==> src/rtl/fp_mul_driver.sv <==
// fp_mul_driver: start/done sequencer for the 32-bit FP multiplier with an operand FIFO and a valid/ready result port.
// Optional done watchdog: define FPMUL_DRV_TIMEOUT_EN to abort ISSUE after TIMEOUT cycles with a quiet-NaN result.
module fp_mul_driver #(
  parameter int unsigned DEPTH   = 4,
  parameter int unsigned TIMEOUT = 64
) (
  input  logic        clk,
  input  logic        rst,
  input  logic        in_valid_i,
  output logic        in_ready_o,
  input  logic [31:0] a_i,
  input  logic [31:0] b_i,
  output logic [31:0] mul_a_o,
  output logic [31:0] mul_b_o,
  output logic        mul_start_o,
  input  logic        mul_done_i,
  input  logic        mul_nan_i,
  input  logic        mul_inf_i,
  input  logic        mul_ovf_i,
  input  logic        mul_unf_i,
  input  logic [31:0] mul_product_i,
  output logic        out_valid_o,
  input  logic        out_ready_i,
  output logic [31:0] out_product_o,
  output logic [4:0]  out_flags_o,
  output logic        busy_o
);

  localparam int unsigned PTR_W = $clog2(DEPTH);
  localparam int unsigned CNT_W = $clog2(DEPTH + 1);

  typedef enum logic [1:0] {IDLE, ISSUE, RESULT} state_t;

  typedef struct packed {
    logic [31:0] a;
    logic [31:0] b;
  } pair_t;

  state_t           state;
  state_t           state_nxt;
  pair_t            mem [DEPTH];
  logic [PTR_W-1:0] wr_ptr;
  logic [PTR_W-1:0] rd_ptr;
  logic [CNT_W-1:0] count;
  logic [CNT_W-1:0] count_nxt;
  logic             done_q;
  logic             done_rise;
  logic             push;
  logic             pop;
  logic             capture;

`ifdef FPMUL_DRV_TIMEOUT_EN
  localparam logic [31:0] QNAN = 32'h7FC0_0000;
  logic [7:0] timer;
  logic       expire;
`else
  logic       unused_timeout;
  assign unused_timeout = ^TIMEOUT;
`endif

  assign push      = in_valid_i && in_ready_o;
  assign done_rise = mul_done_i && !done_q;

  // State register
  always_ff @(posedge clk) begin
    if (rst) begin
      state <= IDLE;
    end else begin
      state <= state_nxt;
    end
  end

  // Next state and per-cycle actions
  always_comb begin
    state_nxt = state;
    pop       = 1'b0;
    capture   = 1'b0;
`ifdef FPMUL_DRV_TIMEOUT_EN
    expire    = 1'b0;
`endif
    case (state)
      IDLE: begin
        if (count != '0) begin
          pop       = 1'b1;
          state_nxt = ISSUE;
        end
      end
      ISSUE: begin
        if (done_rise) begin
          capture   = 1'b1;
          state_nxt = RESULT;
        end
`ifdef FPMUL_DRV_TIMEOUT_EN
        else if (timer == 8'(TIMEOUT)) begin
          expire    = 1'b1;
          state_nxt = RESULT;
        end
`endif
      end
      RESULT: begin
        if (out_ready_i) begin
          state_nxt = IDLE;
        end
      end
      default: state_nxt = IDLE;
    endcase
  end

  // FIFO occupancy; a pop never frees a slot for a push in the same cycle
  always_comb begin
    count_nxt = count;
    if (push && !pop) begin
      count_nxt = count + CNT_W'(1);
    end else if (!push && pop) begin
      count_nxt = count - CNT_W'(1);
    end
  end

  always_ff @(posedge clk) begin
    if (push) begin
      mem[wr_ptr] <= '{a: a_i, b: b_i};
    end
  end

  // Registered datapath and status outputs
  always_ff @(posedge clk) begin
    if (rst) begin
      wr_ptr        <= '0;
      rd_ptr        <= '0;
      count         <= '0;
      done_q        <= 1'b0;
      in_ready_o    <= 1'b1;
      busy_o        <= 1'b0;
      mul_start_o   <= 1'b0;
      mul_a_o       <= '0;
      mul_b_o       <= '0;
      out_valid_o   <= 1'b0;
      out_product_o <= '0;
      out_flags_o   <= '0;
    end else begin
      done_q      <= mul_done_i;
      count       <= count_nxt;
      in_ready_o  <= (count_nxt != CNT_W'(DEPTH));
      busy_o      <= (state_nxt != IDLE) || (count_nxt != '0);
      mul_start_o <= (state_nxt == ISSUE);
      out_valid_o <= (state_nxt == RESULT);
      if (push) begin
        wr_ptr <= wr_ptr + PTR_W'(1);
      end
      if (pop) begin
        rd_ptr  <= rd_ptr + PTR_W'(1);
        mul_a_o <= mem[rd_ptr].a;
        mul_b_o <= mem[rd_ptr].b;
      end
      if (capture) begin
        out_product_o <= mul_product_i;
        out_flags_o   <= {1'b0, mul_nan_i, mul_inf_i, mul_ovf_i, mul_unf_i};
      end
`ifdef FPMUL_DRV_TIMEOUT_EN
      if (expire) begin
        out_product_o <= QNAN;
        out_flags_o   <= 5'b1_0000;
      end
`endif
    end
  end

`ifdef FPMUL_DRV_TIMEOUT_EN
  // Wait-for-done counter, restarted on every entry to ISSUE
  always_ff @(posedge clk) begin
    if (rst) begin
      timer <= '0;
    end else if (pop) begin
      timer <= '0;
    end else if (state == ISSUE) begin
      timer <= timer + 8'd1;
    end
  end
`endif

endmodule

==> config.mk <==
export PLATFORM = sky130hd
export DESIGN_NAME = fp_mul_driver
export DESIGN_NICKNAME = d
export VERILOG_FILES = /design/src/rtl/fp_mul_driver.sv
export SDC_FILE = /design/constraint.sdc
export NUM_CORES = 1
export LEC_CHECK = 0
export CAP_MARGIN = 10
export CORE_MARGIN = 2
export CORE_UTILIZATION = 57
export DETAILED_ROUTE_END_ITERATION = 10
export PLACE_DENSITY = 0.84
export RECOVER_POWER = 50
export SETUP_SLACK_MARGIN = 0.3
export SLEW_MARGIN = 30
export SYNTH_ARGS = -nofsm -noshare
export SYNTH_HDL_FRONTEND = slang
export SYNTH_SLANG_ARGS = --single-unit
==> constraint.sdc <==
create_clock -name clk -period 3.13 [get_ports clk]
set_input_delay 0.7825 -clock clk [delete_from_list [all_inputs] [get_ports clk]]
set_output_delay 0.7825 -clock clk [all_outputs]
set_load 0.05 [all_outputs]
; Yosys cells after proc, flatten, opt, wreduce, memory -nomap -nowiden
; Memories as Yosys holds them, arrays and structs flattened. A register that Yosys moved wholly into a read port is not among the register bits.
; Index checks and enable logic that the tools add are counted.
; Widths: inputs -> output; s select.
[totals]
n_memories = 1
ramBits = 256
elab_cells = 45
reg_bits = 50
[classes]
add_sub_neg = 4
muxes = 12
n_reduce_logical = 12
eq_ne = 5
[mem_list]
columns = memory, words, word_bits, rd, rd_ports_with_merged_regs, wr, line
row1 = mem, 4, 64, 1, 1, 1, 41  ; pair_t mem [DEPTH];
[ops]
columns = cell, n
row1 = $mux 1, 6
row2 = $mux 2, 3
row3 = $mux 3, 2
row4 = $pmux 2 s3, 1
row5 = $reduce_bool 3->1, 2
row6 = $add 2x1->2 const B, 2
row7 = $eq 2x1->1 const B, 2
row8 = $eq 2x2->1 const B, 2
row9 = $logic_and 1x1->1, 4
row10 = $add 3x1->3 const B, 1
row11 = $logic_not 1->1, 3
row12 = $ne 3x3->1 const B, 1
row13 = $sub 3x1->3 const B, 1
row14 = $logic_not 2->1, 1
row15 = $reduce_bool 2->1, 1
row16 = $logic_or 1x1->1, 1

; Logic depth before layout (Yosys ltp)
[depth]
depth_word = 8
ltp_mapped = 8
mapped_depth_nobuf = 6

; Least setup slack after synthesis
; Ideal clock, no wire load.
[synth_timing]
path_kind = reg2reg
start = reg in_ready_o
end = mem mem[0][0] (netlist name), enable pin
period_less_slack_ns = 2.127
t_required_ns = 2.737
setup_slack_ns = 1.003
path_stages_with_launch = 2
t_arrival_ns = 1.734
cell_sequence = dfxtp_1 > and3_2
[synth_between]
elab_chain_cells = 3
[synth_rtl]
columns = item, line
row1 = from (decl), 10  ; output logic in_ready_o,
row2 = from (signal assigned), 143  ; in_ready_o <= (count_nxt != CNT_W'(DEPTH));
row3 = $logic_and 1x1->1, 61  ; assign push = in_valid_i && in_ready_o;
row4 = $mux 1, 120  ; if (push) begin
row5 = $mux 1 (implied by the code), 121  ; mem[wr_ptr] <= '{a: a_i, b: b_i};
row6 = to (decl), 41
; No other way between the ends.

; Worst setup path after layout
[layout_timing]
start = in in_valid_i
end = mem mem[3][46] (netlist name), enable pin
[layout_between]
elab_chain_cells = 3
[layout_rtl]
columns = item, line
row1 = from (decl), 9  ; input logic in_valid_i,
row2 = $logic_and 1x1->1, 61
row3 = $mux 1, 120
row4 = $mux 1 (implied by the code), 121
; No other way between the ends.

==> results.cfg <==
[status]
status = complete, but fails checks
violations = capacitance limit, slew limit

[detailed_routing]
routed_wl_um = 27900
vias_per_cell = 5.49
wl_per_cell_um = 19.6
vias = 7813
dr.pass1.iters = 5
drt_iter0_drc = 542
antenna_left = 0
drc = 0

[floorplan]
io_pins = 210
die-height_um = 157
start_util_pct = 57.6
row_count = 56
die_x_um = 157
coreArea_um2 = 23300
die_area_um2 = 24800

[setup_path]
critPathKind = primary input to register
cp_slowest_cell = clkbuf_1
path_cells = dlygate4sd3_1 -> and3_1 -> clkbuf_1
r2r_start = count[0]
worstPathRequired_ps = 3220
start_kind = primary input
r2r-end = mul_a_o[14]
crit_path_max_incr_delay_ps = 1170
arrival_ps = 2890
end_kind = register
startpoint = in_valid_i
endpoint = mem[3][46]
crit_fanout = 23
r2r_slack_ps = 550
worstRegToRegCells = 7

[timing]
setup_viol = 0
fmax_mhz = 357
maxSlewHeadroom_pct = -7.54
fin_crit_sh_pct = 89.4
worst-slew-pin-transition_ps = 1610
fin_skew_ps = 17.2
fin_tns_setup_ps = 0
slew_viol_final = 24
hold_viol_final = 0
finalCriticalPeriod_ps = 2800
grt_setup_unrepaired = no

[logic_synthesis]
synth_top_area_share_pct = 57.4
synthXorXnorAreaFrac_pct = 0.261
syn_inst = 859
ys_seq_elements = 370
synth_common_cells = edfxtp_1 (256), nand2_1 (209), dfxtp_1 (114), a21oi_1 (107), mux4_2 (64)
synth_top_family_by_area = multiplexers
yosys.area.top_type = edfxtp_1
ys_types = 35
syn_area_um2 = 13400
yosysMostFrequentCell = edfxtp_1
synth_compound_area_share_pct = 4.58
muxShareOfSynthArea_pct = 10.8
synth.net_count = 971
synth.avg_cell_area_um2 = 15.6
synth_flop_cell = edfxtp_1
synth_fa_ha_area_share_pct = 0.653
ys_warn_count = 0
seq_area_frac_synth_pct = 74.4
netlist_top_cells_area = edfxtp_1 (57%), dfxtp_1 (17%), mux4_2 (11%), nand2_1 (5.9%), a21oi_1 (4.0%)
synth-simple-area-share_pct = 7.35
synth_edf_count = 256
synth-async-reset-ratio_pct = 0

[placement]
place.gp.congestion = 0.758
hpwl_um = 16800
io_buffer_count = 208

[global_routing]
grt_max_degree = 67
grt-ovfl-total = 0
grt_pass1_vias = 7963
grt_first_pass_wirelength_um = 42300
grt_antenna_before_repair = 6
grt_use_total_pct = 22.6

[hold_path]
hp-class = register to register

[clock_tree]
post_cts.repair.setup_buffers = 0
clockBufferDepth = 3
clock_sinks = 370
hold_buffers = 0
cts-buffers-inserted = 36
cts_resized = 0
cts_tree = yes
clk_latency_ps = 500
clkTransAtPathRegs_ps = 60
cts-root-buf = clkbuf_16
htree_levels = 2

[cells_and_area]
fill_cells = 1474
syn2layout_area_growth_pct = 27.5
fin_util_pct = 73.5
drive_gt1_share_pct = 13.4
fin_nets = 1185

[pwr]
power_leakage_nw = 5.67
powerDensity_nw_per_um2 = 942
ir_drop_mv = 0.616

[job]
max_cap_viol_count = 1
## logic make-up (layout without fill, tap and decap cells)
group,after synthesis,after routing
other cells,1,6
xor+xnor,4,4
fa+ha+maj,7,7
buf+inv,55,294
compound gates,118,118
mux,64,64
flops,370,370
simple gates,240,240
## power breakdown
part | switching, mW | total [mW] | internal, mW
Clock | 1.71 | 4.46 | 2.76
Combinational | 3.35 | 5.17 | 1.82
Sequential | 0.422 | 6.46 | 6.04
Total | 5.48 | 16.1 | 10.6
## worst min-delay path by stage
| stage | start | to | slack (ps) | cells after the start |
|---|---|---|---|---|
| finish | out_product_o[6] | out_product_o[6] | 450 | 2 |
| global route | out_product_o[30] | out_product_o[30] | 470 | 2 |
| CTS | mul_a_o[26] | mul_a_o[26] | 450 | 2 |
| detailed placement | mul_a_o[26] | mul_a_o[26] | 450 | 2 |
| global placement | out_product_o[11] | out_product_o[11] | 440 | 2 |
| floorplan | wr_ptr[1] | wr_ptr[1] | 470 | 2 |
## sequential cells by signal, summed over array words and instances (netlist names), 2 cells and up
signal	cells
mem	256
mul_a_o	32
mul_b_o	32
out_product_o	32
out_flags_o	4
count	3
rd_ptr	2
state	2
wr_ptr	2
## final cells by class
class	count	area (µm²)	area share [%]
Timing Repair Buffer	226	2270	13.3
Antenna cell	5	12.5	0.0732
Inverter	5	18.8	0.110
Clock inverter	12	186	1.09
Multi-Input combinational cell	434	3170	18.6
Tap cell	319	399	2.34
Clock buffer	51	1050	6.16
Sequential cell	370	9980	58.4
## per-layer routing
layer / global-route usage (%) / vias up / share of wire, %
li1: - / 3601 / -
met1: 28.4 / 3841 / 39
met2: 38.3 / 314 / 50
met3: 6.03 / 53 / 8.2
met4: 7.62 / 4 / 2.6
met5: 0 / - / 0.11
## placed cells by master, fill, tap and decap left out, types with 6 or more instances in the layout
cell type,instances
nor2_1,6
mux4_2,64
dlygate4sd3_1,66
clkbuf_1,9
buf_4,11
clkbuf_16,38
ha_1,7
dfxtp_1,112
edfxtp_1,256
a21oi_1,107
nand2_1,208
clkdlybuf4s50_1,141
## worst max-delay path: cells and delay by family
| family | cells | cell delay (ps) |
|---|---|---|
| buffers and inverters | 2 | 1860 |
| and+or+nand+nor | 1 | 220 |
## through the flow
step	hold WS, ps	total power [mW]	setup slack, ps	instance area [µm²]	cells
2_1_floorplan	469	10.0	1000	13400	859
3_3_place_gp	440	11.6	644	15900	1353
3_5_place_dp	446	11.8	630	15900	1353
4_1_cts	453	16.3	408	17100	1416
5_1_grt	471	16.8	241	17100	1418
6_report	452	16.1	331	17100	1422
Note: power is estimated with default switching activity, not from simulation.
==> RTL change 1: new RTL, same flow settings <==
The 3 states of `state_t` get a one-hot encoding in 3 bits.
--- a/src/rtl/fp_mul_driver.sv
+++ b/src/rtl/fp_mul_driver.sv
@@ -31,3 +31,3 @@
 
-  typedef enum logic [1:0] {IDLE, ISSUE, RESULT} state_t;
+  typedef enum logic [2:0] {IDLE = 3'b001, ISSUE = 3'b010, RESULT = 3'b100} state_t;
 
Check against the original RTL: no difference found for any inputs over 4 cycles, from zero or initial values and one cycle with rst high; so few cycles prove little.
==> RTL change 1 against the original RTL <==
The flow still finishes with violations (max-capacitance violations, max-slew violations); wire length shrank 0.24%; total power about the same; highest routed layer unchanged; clock skew fell by 0.0038 ns; non-clock buffer count increased by 1; largest cell class unchanged; core utilization is 1.3 points higher; synthesized area fell by 0.41%; sequential cell count is 1 higher; hold slack better by 0.00086 ns; setup slack improved by 0.20 ns; final area shrank 0.11%; largest power group unchanged.
==> RTL change 1: results <==
[grt]
use_met3_pct = 4.76
grt_pass1_vias = 7903
antenna_found_initial = 7
grt_max_degree = 66
met1_usage_pct = 27.9
grt_pass1_wl_um = 42000

[finish]
drive_gt1_share_pct = 13.1
largest_reg_flops = 256
fill_cells = 1386
nNetsFinal = 1183

[synthesis]
seq_area_frac_synth_pct = 74.8
synth_compound_area_share_pct = 4.26
synthTopCellsByCount = 256 x edfxtp_1, 209 x nand2_1, 115 x dfxtp_1, 104 x a21oi_1, 64 x mux4_2
synthTopCellsByArea = edfxtp_1 58%, dfxtp_1 17%, mux4_2 11%
synth_nets = 968
synth_fa_ha_area_share_pct = 0.656
synth_cell_types = 32

[detailed_routing]
vias = 7781
wl_met2_um = 14400
wl_met1_um = 10800
totalWireLength_um = 27800
wl_met3_um = 2040

[placed_design]
dp_hpwl_um = 17300
place_congestion = 0.745

[status]
violations = max-capacitance violations, max-slew violations
status = complete, but fails checks

[sta]
hold_slack_ns = 0.452
maxSlewViolCount = 42
fin_skew_ns = 0.0134
max_slew_margin_pct = -27.9

[worst_hold_path]
min_from = out_product_o[4]$_SDFFE_PP0P_
min_to = out_product_o[4]$_SDFFE_PP0P_

[run]
maxCapViolations = 1

[cts]
numCtsBuffers = 37
clock_latency_ns = 0.52

[critical_path]
critPathArrivalTime_ns = 2.81
r2r-end = in_ready_o$_SDFF_PP1_
cp-endpoint = mem[2][41]$_DFFE_PP_

[power]
ir_drop_uv = 694
[RTL change 1: through the flow]
step	util [%]	cells	power, mW
floorplan	-	856	10.0
global placement	69.5	1344	11.8
detailed placement	69.5	1344	11.9
CTS	74.8	1412	16.3
global route	74.7	1418	16.8
finish	74.7	1419	16.1
[RTL change 1: power breakdown]
group	total [mW]	internal, mW	switching, mW
clock	4.37	2.62	1.75
sequential	6.55	6.09	0.465
combinational	5.19	1.91	3.28
total	16.1	10.6	5.49
[RTL change 1: area by class of cell]
type | count | share of cell area, %
clock buffers | 49 | 6.17
repair buffers | 227 | 13.3
multi-input cells | 429 | 18.4
flip-flops and latches | 371 | 58.6
well taps | 313 | 2.29
diodes | 6 | 0.0880
inverters | 5 | 0.110
clock inverters | 19 | 1.02
[RTL change 1: critical path, cell delays in order]
cell and delay [ns]:
dlygate4sd3_1 0.63, and3_1 1.01, buf_4 0.37
==> RTL change 2: new RTL, same flow settings <==
Made on the original files. Change the parameter `DEPTH` from 4 to 2.
--- a/src/rtl/fp_mul_driver.sv
+++ b/src/rtl/fp_mul_driver.sv
@@ -3,3 +3,3 @@
 module fp_mul_driver #(
-  parameter int unsigned DEPTH   = 4,
+  parameter int unsigned DEPTH   = 2,
   parameter int unsigned TIMEOUT = 64
Function: changed (a bounded check fails within 4 cycles, from zero or initial values and one cycle with rst high).
==> RTL change 2 against the original RTL <==
The flow still finishes with violations (max-capacitance violations, max-slew violations); largest cell class unchanged; first-iteration DRC count is 47% lower; sequential cell count is 131 lower; maximum frequency is 3.2% higher; count of clock-buffer cells in the layout is 21 lower; largest power group unchanged; wire length is 35% lower; clock skew is 0.0040 ns higher; setup slack better by 0.088 ns; via count is 29% lower; non-clock buffer count is 8 lower; final area is 34% lower; total power is 25% lower; synthesized area is 38% lower; synthesized cell count is 28% lower.
==> RTL change 2: results <==
[worst_hold_path]
min_to = out_flags_o[2]$_SDFFE_PP0P_
min_from = out_flags_o[2]$_SDFFE_PP0P_

[sta]
tightest_slew_ns = 1.84
fin_skew_ns = 0.0212
hold_slack_ns = 0.461
maxSlewViolCount = 218

[power]
powerDensity_mw_per_mm2 = 1070
p_leak_nw = 3.88
p_int_mw = 7.49
ir_drop_uv = 756
p_seq_share_pct = 38.0
comb_power_mw = 4.56

[synthesis]
yosys.area.top_type = edfxtp_1
avgSynthCellArea_sq_um = 13.4
synthTopCellsByCount = 128 x edfxtp_1, 111 x dfxtp_1, 75 x nand2_1, 71 x nor2_1
ys_warn_count = 0
synth_nets = 722
seq_area_frac_synth_pct = 73.2
synth_cell_types = 27
synthTopCellsByArea = edfxtp_1 46%, dfxtp_1 27%, mux2i_1 7.7%
synth-edff-count = 128
synthArstFlopShare_pct = 0

[critical_path]
r2r_cells = 2
r2r_start = wr_ptr$_SDFFE_PP0N_
r2r_setup_slack_ns = 0.82
critPathSlowestCell = buf_2
max_stage_delay_ns = 1.17
r2r-end = mem[1][61]$_DFFE_PP_
worstPathMaxFanout = 64
critPathArrivalTime_ns = 2.80

[finish]
drive_gt1_share_pct = 6.83
largest_reg_flops = 128
nNetsFinal = 923

[status]
status = complete, but fails checks
violations = max-capacitance violations, max-slew violations

[grt]
grt_pass1_wl_um = 28800
grt_use_total_pct = 23.1
grt_pass1_vias = 5781
grt_max_degree = 95
antenna_found_initial = 3

[run]
maxCapViolations = 3

[placed_design]
place_area_sq_mm = 0.0106
place_worst_setup_slack_ns = 0.678
place_congestion = 0.926
dp_hpwl_um = 11600
dp_cells = 976

[cts]
post_cts_resized = 0
cts_max_path_buffers = 3
clkTransAtPathRegs_ns = 0.06
htreeDepth = 1
numCtsBuffers = 23
postCtsSetupBuffers = 0

[detailed_routing]
totalWireLength_um = 18200
drtIter0Drc = 287
dr.pass1.iters = 4
wl_per_cell_um = 17.8
vias = 5541
[RTL change 2: metal layers]
layer	up-vias	routed length, um	track usage [%]
met1	2661	7210	26.8
li1	2627	-	-
met4	2	433	7.80
met5	-	13	0
met2	212	9310	41.6
met3	39	1220	5.80
[RTL change 2: how the worst max path moves through the flow]
stage                          start                   end  slack, ns  depth (start not counted)
3_3_place_gp              in_valid_i     busy_o$_SDFF_PP0_       0.76                          5
3_5_place_dp              in_valid_i     busy_o$_SDFF_PP0_       0.68                          5
2_1_floorplan             in_valid_i   mem[1][0]$_DFFE_PP_       0.36                          1
4_1_cts        in_ready_o$_SDFF_PP1_            in_ready_o       0.59                          1
6_report                  in_valid_i   mem[0][5]$_DFFE_PP_       0.42                          4
5_1_grt                   in_valid_i  mem[0][40]$_DFFE_PP_       0.32                          4
[RTL change 2: area by class of cell]
cell class | instances | area, sq um
Antenna cell | 3 | 7.51
Clock buffer | 30 | 652
Clock inverter | 12 | 176
Fill cell | 811 | 3020
Inverter | 2 | 7.51
Multi-Input combinational cell | 333 | 2050
Sequential cell | 239 | 6070
Tap cell | 184 | 230
Timing Repair Buffer | 218 | 2160
[RTL change 2: cell families after synthesis]
| logic type | Yosys count | synth area share [%] |
|---|---|---|
| compound gates | 106 | 8.43 |
| xor+xnor | 5 | 0.620 |
| fa+ha+maj | 1 | 0.151 |
| buf+inv | 44 | 2.22 |
| flops | 239 | 73.2 |
| mux | 64 | 7.74 |
| other cells | 1 | 0.0453 |
| simple gates | 156 | 7.55 |
[RTL change 2: critical path: cells and delay by family]
family	cells	cell delay (ns)
buffers and inverters	2	1.68
and+or+nand+nor	2	0.32
